**src/rtl/rc4_pkg.sv**
```systemverilog
// Shared definitions for the RC4 PRGA/decrypt stage: FSM state encoding,
// S-array depth and the printable-text bounds used by the optional key check.
// Latency: n/a (declarations only). Backpressure: n/a.
package rc4_pkg;

  localparam int S_DEPTH = 256;

  localparam logic [7:0] ASCII_LO    = 8'h61;  // 'a'
  localparam logic [7:0] ASCII_HI    = 8'h7A;  // 'z'
  localparam logic [7:0] ASCII_SPACE = 8'h20;  // ' '

  // IDLE and DONE frame the run; the nine states in between process one byte.
  typedef enum logic [3:0] {
    IDLE,
    RD_I,
    WAIT_I,
    RD_J,
    WAIT_J,
    WR_I,
    WR_J,
    RD_F,
    WAIT_F,
    WR_OUT,
    DONE
  } state_t;

endpackage

```
**src/rtl/rc4_prga_decrypt_if.sv**
```systemverilog
// Decrypt port group: start/busy/done control plus S-memory, encrypted-ROM and
// decrypted-RAM buses. master = PRGA engine side, slave = controller/memories.
// Latency: n/a (wiring only). Backpressure: none, memories are fixed-latency.
interface rc4_prga_decrypt_if #(
  parameter int MSG_AW = 5
);

  logic              start;
  logic              busy;
  logic              done;
  logic              key_invalid;
  logic [7:0]        s_address;
  logic [7:0]        s_data;
  logic              s_wren;
  logic [7:0]        s_q;
  logic [MSG_AW-1:0] rom_address;
  logic [7:0]        rom_q;
  logic [MSG_AW-1:0] dec_address;
  logic [7:0]        dec_data;
  logic              dec_wren;

  modport master (
    input  start, s_q, rom_q,
    output busy, done, key_invalid,
    output s_address, s_data, s_wren,
    output rom_address,
    output dec_address, dec_data, dec_wren
  );

  modport slave (
    output start, s_q, rom_q,
    input  busy, done, key_invalid,
    input  s_address, s_data, s_wren,
    input  rom_address,
    input  dec_address, dec_data, dec_wren
  );

endinterface

```
**src/rtl/rc4_prga_decrypt.sv**
```systemverilog
// RC4 PRGA / decrypt FSM: walks the shuffled S array, XORs keystream with the
// encrypted ROM and writes plaintext to the decrypted RAM.
// Latency: start sampled at edge 0 -> done pulse in cycle 9*MSG_LEN+1; 9 cycles/byte.
// Backpressure: none; start is ignored while busy. busy also requests S-memory ownership.
// Ports: clk, reset_n (async active-low), bus (rc4_prga_decrypt_if.master):
//   start/busy/done/key_invalid control, s_* S memory, rom_* encrypted ROM,
//   dec_* decrypted RAM. All memories are synchronous with 1-cycle read latency.
// Optional: RC4_ASCII_CHECK_EN aborts the run on the first byte that is not
//   a..z or space, suppressing that write and raising key_invalid.
module rc4_prga_decrypt
  import rc4_pkg::*;
#(
  parameter int MSG_LEN = 32,
  parameter int MSG_AW  = (MSG_LEN > 1) ? $clog2(MSG_LEN) : 1
) (
  input logic                clk,
  input logic                reset_n,
  rc4_prga_decrypt_if.master bus
);

  localparam int                SW     = $clog2(S_DEPTH);
  localparam logic [MSG_AW-1:0] K_LAST = MSG_AW'(MSG_LEN - 1);

  state_t            state;
  logic [SW-1:0]     i, j, si, sj;
  logic [MSG_AW-1:0] k;
  logic              busy_r, done_r, s_wren_r;

  logic [SW-1:0]     j_next, f, plain;
  logic [SW-1:0]     s_addr_c, s_data_c, dec_data_c;
  logic              dec_wren_c;

  // s_q is only valid in the state after a WAIT, so the values derived from
  // it in that same state (new j address, S[i] write data, output byte) have
  // to come straight off s_q rather than from a register.
  assign j_next = j + bus.s_q;
  assign f      = (state == WR_OUT) ? bus.s_q : '0;
  assign plain  = f ^ bus.rom_q;

`ifdef RC4_ASCII_CHECK_EN
  logic byte_ok;
  logic key_invalid_r;

  assign byte_ok = ((plain >= ASCII_LO) && (plain <= ASCII_HI)) || (plain == ASCII_SPACE);
`endif

  always_comb begin
    s_addr_c   = '0;
    s_data_c   = '0;
    dec_data_c = '0;
    dec_wren_c = 1'b0;
    case (state)
      // Addresses are held through the WAIT state so s_q still reflects the
      // intended location when it is consumed one cycle later.
      RD_I, WAIT_I: s_addr_c = i;
      RD_J:         s_addr_c = j_next;
      WAIT_J:       s_addr_c = j;
      WR_I: begin
        s_addr_c = i;
        s_data_c = bus.s_q;        // S[i] <= old S[j]
      end
      WR_J: begin
        s_addr_c = j;
        s_data_c = si;             // S[j] <= old S[i]
      end
      RD_F, WAIT_F: s_addr_c = si + sj;
      WR_OUT: begin
        dec_data_c = plain;
`ifdef RC4_ASCII_CHECK_EN
        dec_wren_c = byte_ok;
`else
        dec_wren_c = 1'b1;
`endif
      end
      default: ;
    endcase
  end

  always_ff @(posedge clk or negedge reset_n) begin
    if (!reset_n) begin
      state    <= IDLE;
      i        <= '0;
      j        <= '0;
      k        <= '0;
      si       <= '0;
      sj       <= '0;
      busy_r   <= 1'b0;
      done_r   <= 1'b0;
      s_wren_r <= 1'b0;
`ifdef RC4_ASCII_CHECK_EN
      key_invalid_r <= 1'b0;
`endif
    end else begin
      done_r <= 1'b0;
      case (state)
        IDLE: begin
          if (bus.start) begin
            state  <= RD_I;
            i      <= 8'd1;
            j      <= '0;
            k      <= '0;
            busy_r <= 1'b1;
`ifdef RC4_ASCII_CHECK_EN
            key_invalid_r <= 1'b0;
`endif
          end
        end
        RD_I:   state <= WAIT_I;
        WAIT_I: state <= RD_J;
        RD_J: begin
          si    <= bus.s_q;
          j     <= j_next;
          state <= WAIT_J;
        end
        WAIT_J: begin
          s_wren_r <= 1'b1;        // high for WR_I and WR_J only
          state    <= WR_I;
        end
        WR_I: begin
          sj    <= bus.s_q;
          state <= WR_J;
        end
        WR_J: begin
          s_wren_r <= 1'b0;
          state    <= RD_F;
        end
        RD_F:   state <= WAIT_F;
        WAIT_F: state <= WR_OUT;
        WR_OUT: begin
`ifdef RC4_ASCII_CHECK_EN
          if (!byte_ok) begin
            key_invalid_r <= 1'b1;
            done_r        <= 1'b1;
            state         <= DONE;
          end else
`endif
          if (k == K_LAST) begin
            done_r <= 1'b1;
            state  <= DONE;
          end else begin
            k     <= k + MSG_AW'(1);
            i     <= i + 8'd1;     // wraps to 0 on the 256th byte
            state <= RD_I;
          end
        end
        DONE: begin
          busy_r <= 1'b0;
          state  <= IDLE;
        end
        default: state <= IDLE;
      endcase
    end
  end

  assign bus.busy        = busy_r;
  assign bus.done        = done_r;
  assign bus.s_address   = s_addr_c;
  assign bus.s_data      = s_data_c;
  assign bus.s_wren      = s_wren_r;
  assign bus.rom_address = k;
  assign bus.dec_address = k;
  assign bus.dec_data    = dec_data_c;
  assign bus.dec_wren    = dec_wren_c;
`ifdef RC4_ASCII_CHECK_EN
  assign bus.key_invalid = key_invalid_r;
`else
  assign bus.key_invalid = 1'b0;
`endif

endmodule

```
**src/flat_wrapper.sv**
```systemverilog
// flat-port wrapper written by rule: the top's interface ports become plain ports
module rc4_prga_decrypt_flat import rc4_pkg::*;
#(
  parameter int MSG_LEN = 32,
  parameter int MSG_AW  = (MSG_LEN > 1) ? $clog2(MSG_LEN) : 1
)
  (clk, reset_n, bus_start, bus_s_q, bus_rom_q, bus_busy, bus_done, bus_key_invalid, bus_s_address, bus_s_data, bus_s_wren, bus_rom_address, bus_dec_address, bus_dec_data, bus_dec_wren);
  rc4_prga_decrypt_if #(.MSG_AW(MSG_AW)) bus_i ();
  input logic clk;
  input logic reset_n;
  input wire logic [$bits(bus_i.start)-1:0] bus_start;
  input wire logic [$bits(bus_i.s_q)-1:0] bus_s_q;
  input wire logic [$bits(bus_i.rom_q)-1:0] bus_rom_q;
  output wire logic [$bits(bus_i.busy)-1:0] bus_busy;
  output wire logic [$bits(bus_i.done)-1:0] bus_done;
  output wire logic [$bits(bus_i.key_invalid)-1:0] bus_key_invalid;
  output wire logic [$bits(bus_i.s_address)-1:0] bus_s_address;
  output wire logic [$bits(bus_i.s_data)-1:0] bus_s_data;
  output wire logic [$bits(bus_i.s_wren)-1:0] bus_s_wren;
  output wire logic [$bits(bus_i.rom_address)-1:0] bus_rom_address;
  output wire logic [$bits(bus_i.dec_address)-1:0] bus_dec_address;
  output wire logic [$bits(bus_i.dec_data)-1:0] bus_dec_data;
  output wire logic [$bits(bus_i.dec_wren)-1:0] bus_dec_wren;
  assign bus_i.start = bus_start;
  assign bus_i.s_q = bus_s_q;
  assign bus_i.rom_q = bus_rom_q;
  assign bus_busy = bus_i.busy;
  assign bus_done = bus_i.done;
  assign bus_key_invalid = bus_i.key_invalid;
  assign bus_s_address = bus_i.s_address;
  assign bus_s_data = bus_i.s_data;
  assign bus_s_wren = bus_i.s_wren;
  assign bus_rom_address = bus_i.rom_address;
  assign bus_dec_address = bus_i.dec_address;
  assign bus_dec_data = bus_i.dec_data;
  assign bus_dec_wren = bus_i.dec_wren;
  rc4_prga_decrypt #(.MSG_LEN(MSG_LEN), .MSG_AW(MSG_AW)) u_core (.clk(clk), .reset_n(reset_n), .bus(bus_i));
endmodule
```
**config.mk**
```make
export PLATFORM = sky130hd
export DESIGN_NAME = rc4_prga_decrypt_flat
export DESIGN_NICKNAME = d
export VERILOG_FILES = /design/src/rtl/rc4_pkg.sv /design/src/rtl/rc4_prga_decrypt_if.sv /design/src/rtl/rc4_prga_decrypt.sv /design/src/flat_wrapper.sv
export SDC_FILE = /design/constraint.sdc
export NUM_CORES = 1
export LEC_CHECK = 0
export BUFFER_PORTS_ARGS = -buffer_cell sky130_fd_sc_hd__buf_2
export CAP_MARGIN = 0
export CORE_MARGIN = 5
export CORE_UTILIZATION = 30
export DETAILED_ROUTE_END_ITERATION = 16
export PLACE_DENSITY = 0.59
export SLEW_MARGIN = 40
export SYNTH_ARGS = -nofsm -noshare
export SYNTH_HDL_FRONTEND = slang
export SYNTH_SLANG_ARGS = --single-unit
```
**constraint.sdc**
```tcl
create_clock -name clk -period 7.15 [get_ports clk]
set_clock_uncertainty 0.15 [all_clocks]
set_input_delay 0.3575 -clock clk [delete_from_list [all_inputs] [get_ports clk]]
set_output_delay 0.3575 -clock clk [all_outputs]
set_load 0.1 [all_outputs]
```
### Word level (Yosys, flattened, before mapping)

Index checks and enable logic that the tools add are counted.

| word-level totals | value |
|---|---|
| output and inout bits | 39 |
| input bits | 19 |
| word-level logic and storage cells | 59 |
| flip-flop bits (word level) | 44 |

| operators by class | value |
|---|---|
| add/sub/neg operators | 4 |
| reductions and logical operators | 11 |
| bitwise gates (word level) | 1 |
| equal/unequal tests | 13 |
| multiplexer cells | 21 |

Operators by type and width:

| operator | number |
|---|---|
| $pmux 8 s2 | 3 |
| $mux 8 | 5 |
| $pmux 4 s10 | 1 |
| $pmux 8 s4 | 1 |
| $add 8x8->8 | 2 |
| $eq 4x3->1 const B | 4 |
| $eq 4x4->1 const B | 3 |
| $mux 5 | 2 |
| $pmux 5 s2 | 1 |
| $add 8x1->8 const B | 1 |
| $eq 4x2->1 const B | 2 |
| $mux 4 | 2 |
| $reduce_bool 2->1 | 4 |
| $xor 8x8->8 | 1 |
| $add 5x1->5 const B | 1 |
| $eq 5x5->1 const B | 1 |
| $eq 4x1->1 const B | 1 |
| $logic_not 4->1 | 1 |
| $mux 1 | 4 |
| $ne 2x2->1 const B | 2 |
| $pmux 1 s2 | 2 |
| $reduce_and 2->1 | 2 |
| $reduce_or 2->1 | 2 |
| $reduce_and 3->1 | 1 |
| $reduce_or 3->1 | 1 |

### Logic depth before layout (Yosys ltp)

| logic depth | value |
|---|---|
| depth in word-level cells | 4 |
| gate-level depth with buffers | 8 |
| mapped depth without buffers | 8 |

### Worst setup path before layout

Ideal clock, no wire load.

| timing path | value |
|---|---|
| path kind | register -> output |
| start | register u_core.si[0] |
| end | output bus_s_address[6] |
| path slack | 2.986 ns |
| buffers on the path | 0 |
| data arrival time | 3.656 ns |
| stages on the path, launching flop included | 9 |
| required time | 6.642 ns |
| cells stage by stage | dfrtp_1 ha_1 inv_1 fa_1 nor2b_1 o31a_1 o21a_1 nor3_1 o31ai_1 |

| on the way | value |
|---|---|
| cells in the longest elaborated chain, start to end | 2 |

Ends and longest elaborated chain:

| what | line | RTL |
|---|---|---|
| start: declaration | rc4_prga_decrypt.sv:25 | `logic [SW-1:0] i, j, si, sj;` |
| start signal: assignment | rc4_prga_decrypt.sv:111 | `si <= bus.s_q;` |
| $add 8x8->8 | rc4_prga_decrypt.sv:66 | `RD_F, WAIT_F: s_addr_c = si + sj;` |
| $pmux 8 s4 | rc4_prga_decrypt.sv:52 | `case (state)` |
| end: declaration | flat_wrapper.sv:17 | `output wire logic [$bits(bus_i.s_address)-1:0] bus_s_address;` |

Every way passes these cells.

### Worst setup path after layout

| timing path | value |
|---|---|
| start | register u_core.state[0] |
| end | output bus_s_address[3] |

| on the way | value |
|---|---|
| cells in the longest elaborated chain, start to end | 3 |
| elaborated cells on any way between the ends | 12 |
| classes of those cells | eq/ne (8); mux (1); reduce/logical (3) |

Ends and longest elaborated chain:

| what | line | RTL |
|---|---|---|
| start: declaration | rc4_prga_decrypt.sv:24 | `state_t state;` |
| start signal: assignment | rc4_prga_decrypt.sv:81 | `state <= IDLE;` |
| start signal: assignment | rc4_prga_decrypt.sv:98 | `state <= RD_I;` |
| start signal: assignment | rc4_prga_decrypt.sv:108 | `RD_I: state <= WAIT_I;` |
| $eq 4x1->1, or another cell as far along | rc4_prga_decrypt.sv:52 |  |
| $reduce_or 3->1 (no line), or another cell as far along | - |  |
| $pmux 8 s4 (*) | rc4_prga_decrypt.sv:52 |  |

Every way passes the cells marked *; elsewhere a longest branch is shown, timed or not.

==> impl_metrics.yaml <==
timing:
  slew_violations: 0
  setup_violations: 0
  period_minus_slack_ps: 3310
  hold_violations: 0
  fmax_ghz: 0.302
  post-route-period-util_pct: 46.3
  slew_headroom_pct: 50.3
  rsz0062_at_grt: "no"
  worst_slew_pin_slew_ps: 745
  fin_setup_tns_ps: 0
global_route:
  grt-ovfl-total: 0
  grt_pass1_wl_um: 11600
  grt_max_degree: 45
  grt_pass1_vias: 2267
  antenna_found_initial: 0
  track_usage_pct: 12.4
placed_design:
  portBuffers: 56
  dpl_cell_area_um2: 3250
  dp_hpwl_um: 5210
  gp_congestion: 0.846
synth:
  postSynthCellCount: 305
  synthMuxAreaShare_pct: 3.44
  yosys-top-cells-area: "dfrtp_1, ha_1, nand2_1, a22o_1, xnor2_1"
  synth_xor_area_share_pct: 6.63
  ys_types: 60
  synth_edf_count: 0
  ys_seq_area_share_pct: 37.9
  synthAdderAreaFrac_pct: 8.69
  synth_ff_type: "dfrtp_1"
  syn-cell-area_um2: 2910
  yosysTopAreaCell: "dfrtp_1"
  yosysTopAreaCellShare_pct: 37.9
  synth-simple-area-share_pct: 17.7
  synth_top_family_by_area: "compound AO/OA/AOI/OAI gates"
  synth-seq-cells: 44
  async_flop_share_pct: 100
  syn_area_per_cell_um2: 9.53
  synth_compound_area_share_pct: 20.7
  synth_warnings: 0
  syn-num-nets: 343
floorplanning:
  die_h_um: 108
  die_x_um: 108
  top_level_ports: 58
  rows: 36
  core_um2: 9590
  dieArea_um2: 11800
  start_util_pct: 30.3
clock_network:
  clk_pin_slew_ps: 100
  post_cts_resized: 0
  clock_sinks: 44
  cts_tree: "built"
  clock_path_buffers: 2
  root_buffer: "clkbuf_8"
  htree_levels: 2
  insertion_delay_ps: 310
  cts_buffers: 5
final_layout:
  fin_area_um2: 3370
  drive_gt1_share_pct: 23.2
  layout_common_cells: "buf_2, dfrtp_1, nand2_1"
  final_common_cell: "buf_2"
  n_fill_cell: 989
  fin_util_pct: 35.2
  antenna_cells: 0
  syn_to_final_growth_pct: 16.1
  regArea_um2: 1100
  finalNetCount: 390
  multiInputGateArea_um2: 1670
routing:
  initialDrtViolationCount: 123
  vias: 2349
  wl_per_cell_um: 14.6
  drc_errors: 0
  ant_nets: 0
  drt-total-wl_um: 7100
  drt_pass1_iterations: 6
  routed_via_density: 4.83
critical_path:
  cp-start-kind: "register"
  path_class: "register to primary output"
  critical-path-max-stage-delay_ps: 650
  cp_slowest_cell: "dfrtp_1"
  crit_chain: "nand2_1, or3_1, o32ai_1, a221o_1, buf_2"
  crit_buf_inv: 1
  crit_arrival_ps: 2800
  rrSetupSlack_ps: 4630
  end_kind: "primary output"
  cp_data_required_time_ps: 6640
  cp_top_family: "simple AND/OR/NAND/NOR gates"
  crit_fanout: 17
pwr:
  p_seq_share_pct: 42.3
  comb_power_share_pct: 30.1
  powerDensity_nw_per_um2: 210
  power_switching_uw: 239
  power.leakage_nw: 1.58
  vdd_ir_drop_max_mv: 0.0881
  power_uw: 707
  p_clk_share_pct: 27.5
  internal-power_uw: 468
  switching_share_pct: 33.8
outcome:
  status: "completed"
min_path:
  hold_path_class: "primary input to register"
run:
  maxCapViolations: 0
-- through the flow --
| stage | setup WS (ps) | hold WS (ps) | instances |
|---|---|---|---|
| 6_report | 3840 | 181 | 486 |
| 5_1_grt | 3620 | 182 | 486 |
| 4_1_cts | 3830 | 176 | 486 |
| 3_5_place_dp | 4160 | 251 | 477 |
| 3_3_place_gp | 4260 | 339 | 477 |
| 2_1_floorplan | 2990 | -88.1 | 305 |
-- cells by family (layout without fill, tap and decap cells) --
kind of cell / count (synthesis) / count (layout)
AO/OA/AOI/OAI: 82 / 82
adder cells (fa/ha/maj): 19 / 19
XOR/XNOR: 22 / 22
flip-flops: 44 / 44
buffers and inverters: 26 / 74
multiplexers: 9 / 9
AND/OR/NAND/NOR: 102 / 102
other: 1 / 1
-- path summary, 6_finish.rpt --
path,startpoint,endpoint,depth (start not counted)
worst max register to register,u_core.state[3]$_DFFE_PN0P_,u_core.j[6]$_DFFE_PN0P_,4
worst min-delay path,bus_s_q[2],u_core.si[2]$_DFFE_PN0P_,3
worst min register to register,u_core.si[6]$_DFFE_PN0P_,u_core.si[6]$_DFFE_PN0P_,2
max in group asynchronous,reset_n,u_core.i[5]$_DFFE_PN0P_,2
worst max-delay path,u_core.state[0]$_DFFE_PN0P_,bus_s_address[3],5
min in group asynchronous,reset_n,u_core.sj[3]$_DFFE_PN0N_,2
-- synth_stat cells (all sizes together), types with 2 or more instances --
library cell / number
a211oi: 2
a21o: 8
a21oi: 12
a222oi: 2
a22o: 13
a22oi: 2
a41oi: 2
and2: 2
and3: 2
buf: 14
clkbuf: 4
dfrtp: 44
fa: 2
ha: 17
inv: 8
mux2: 8
nand2: 42
nand2b: 5
nand4: 4
nor2: 29
nor2b: 4
nor3: 2
nor3b: 2
o211ai: 5
o21a: 5
o21ai: 15
o22ai: 2
o31ai: 3
or3: 2
or3b: 3
or4: 2
xnor2: 12
xor2: 10
-- registers in the layout (all words and copies together) (netlist names) --
register and cells:
u_core.si 8, u_core.j 8, u_core.bus.dec_address 5, u_core.sj 8, u_core.bus.done 1, u_core.bus.s_wren 1
u_core.i 8, u_core.state 4, u_core.bus.busy 1
-- power by group through the flow --
stage	combinational, mW	sequential, mW	clock, mW
2_1_floorplan	0.171	0.297	0
3_3_place_gp	0.208	0.303	0
3_5_place_dp	0.211	0.303	0
4_1_cts	0.213	0.299	0.200
5_1_grt	0.242	0.303	0.209
6_report	0.213	0.299	0.195
-- cell type report --
| class | instances | area share, % |
|---|---|---|
| Timing Repair Buffer | 58 | 8.90 |
| Clock buffer | 5 | 2.04 |
| Sequential cell | 44 | 32.6 |
| Clock inverter | 3 | 1.26 |
| Multi-Input combinational cell | 235 | 49.4 |
| Tap cell | 133 | 4.93 |
| Inverter | 8 | 0.890 |
-- layer usage --
metal | wire (um) | up-vias | track usage (%)
met4 | 68 | 0 | 2.89
met3 | 288 | 5 | 2.39
met1 | 3310 | 1117 | 17.0
met2 | 3430 | 41 | 20.3
met5 | 0 | - | 0
li1 | - | 1186 | -
-- worst min-delay path: stages --
cell and delay, ps:
buf_2 130, nand2_1 60, nand2_1 40
-- timing repair --
item	in CTS	in global routing
buffers inserted	0	0
endpoints found under the hold margin	44	0
hold buffers	1	0
Note: power is estimated with default switching activity, not from simulation.
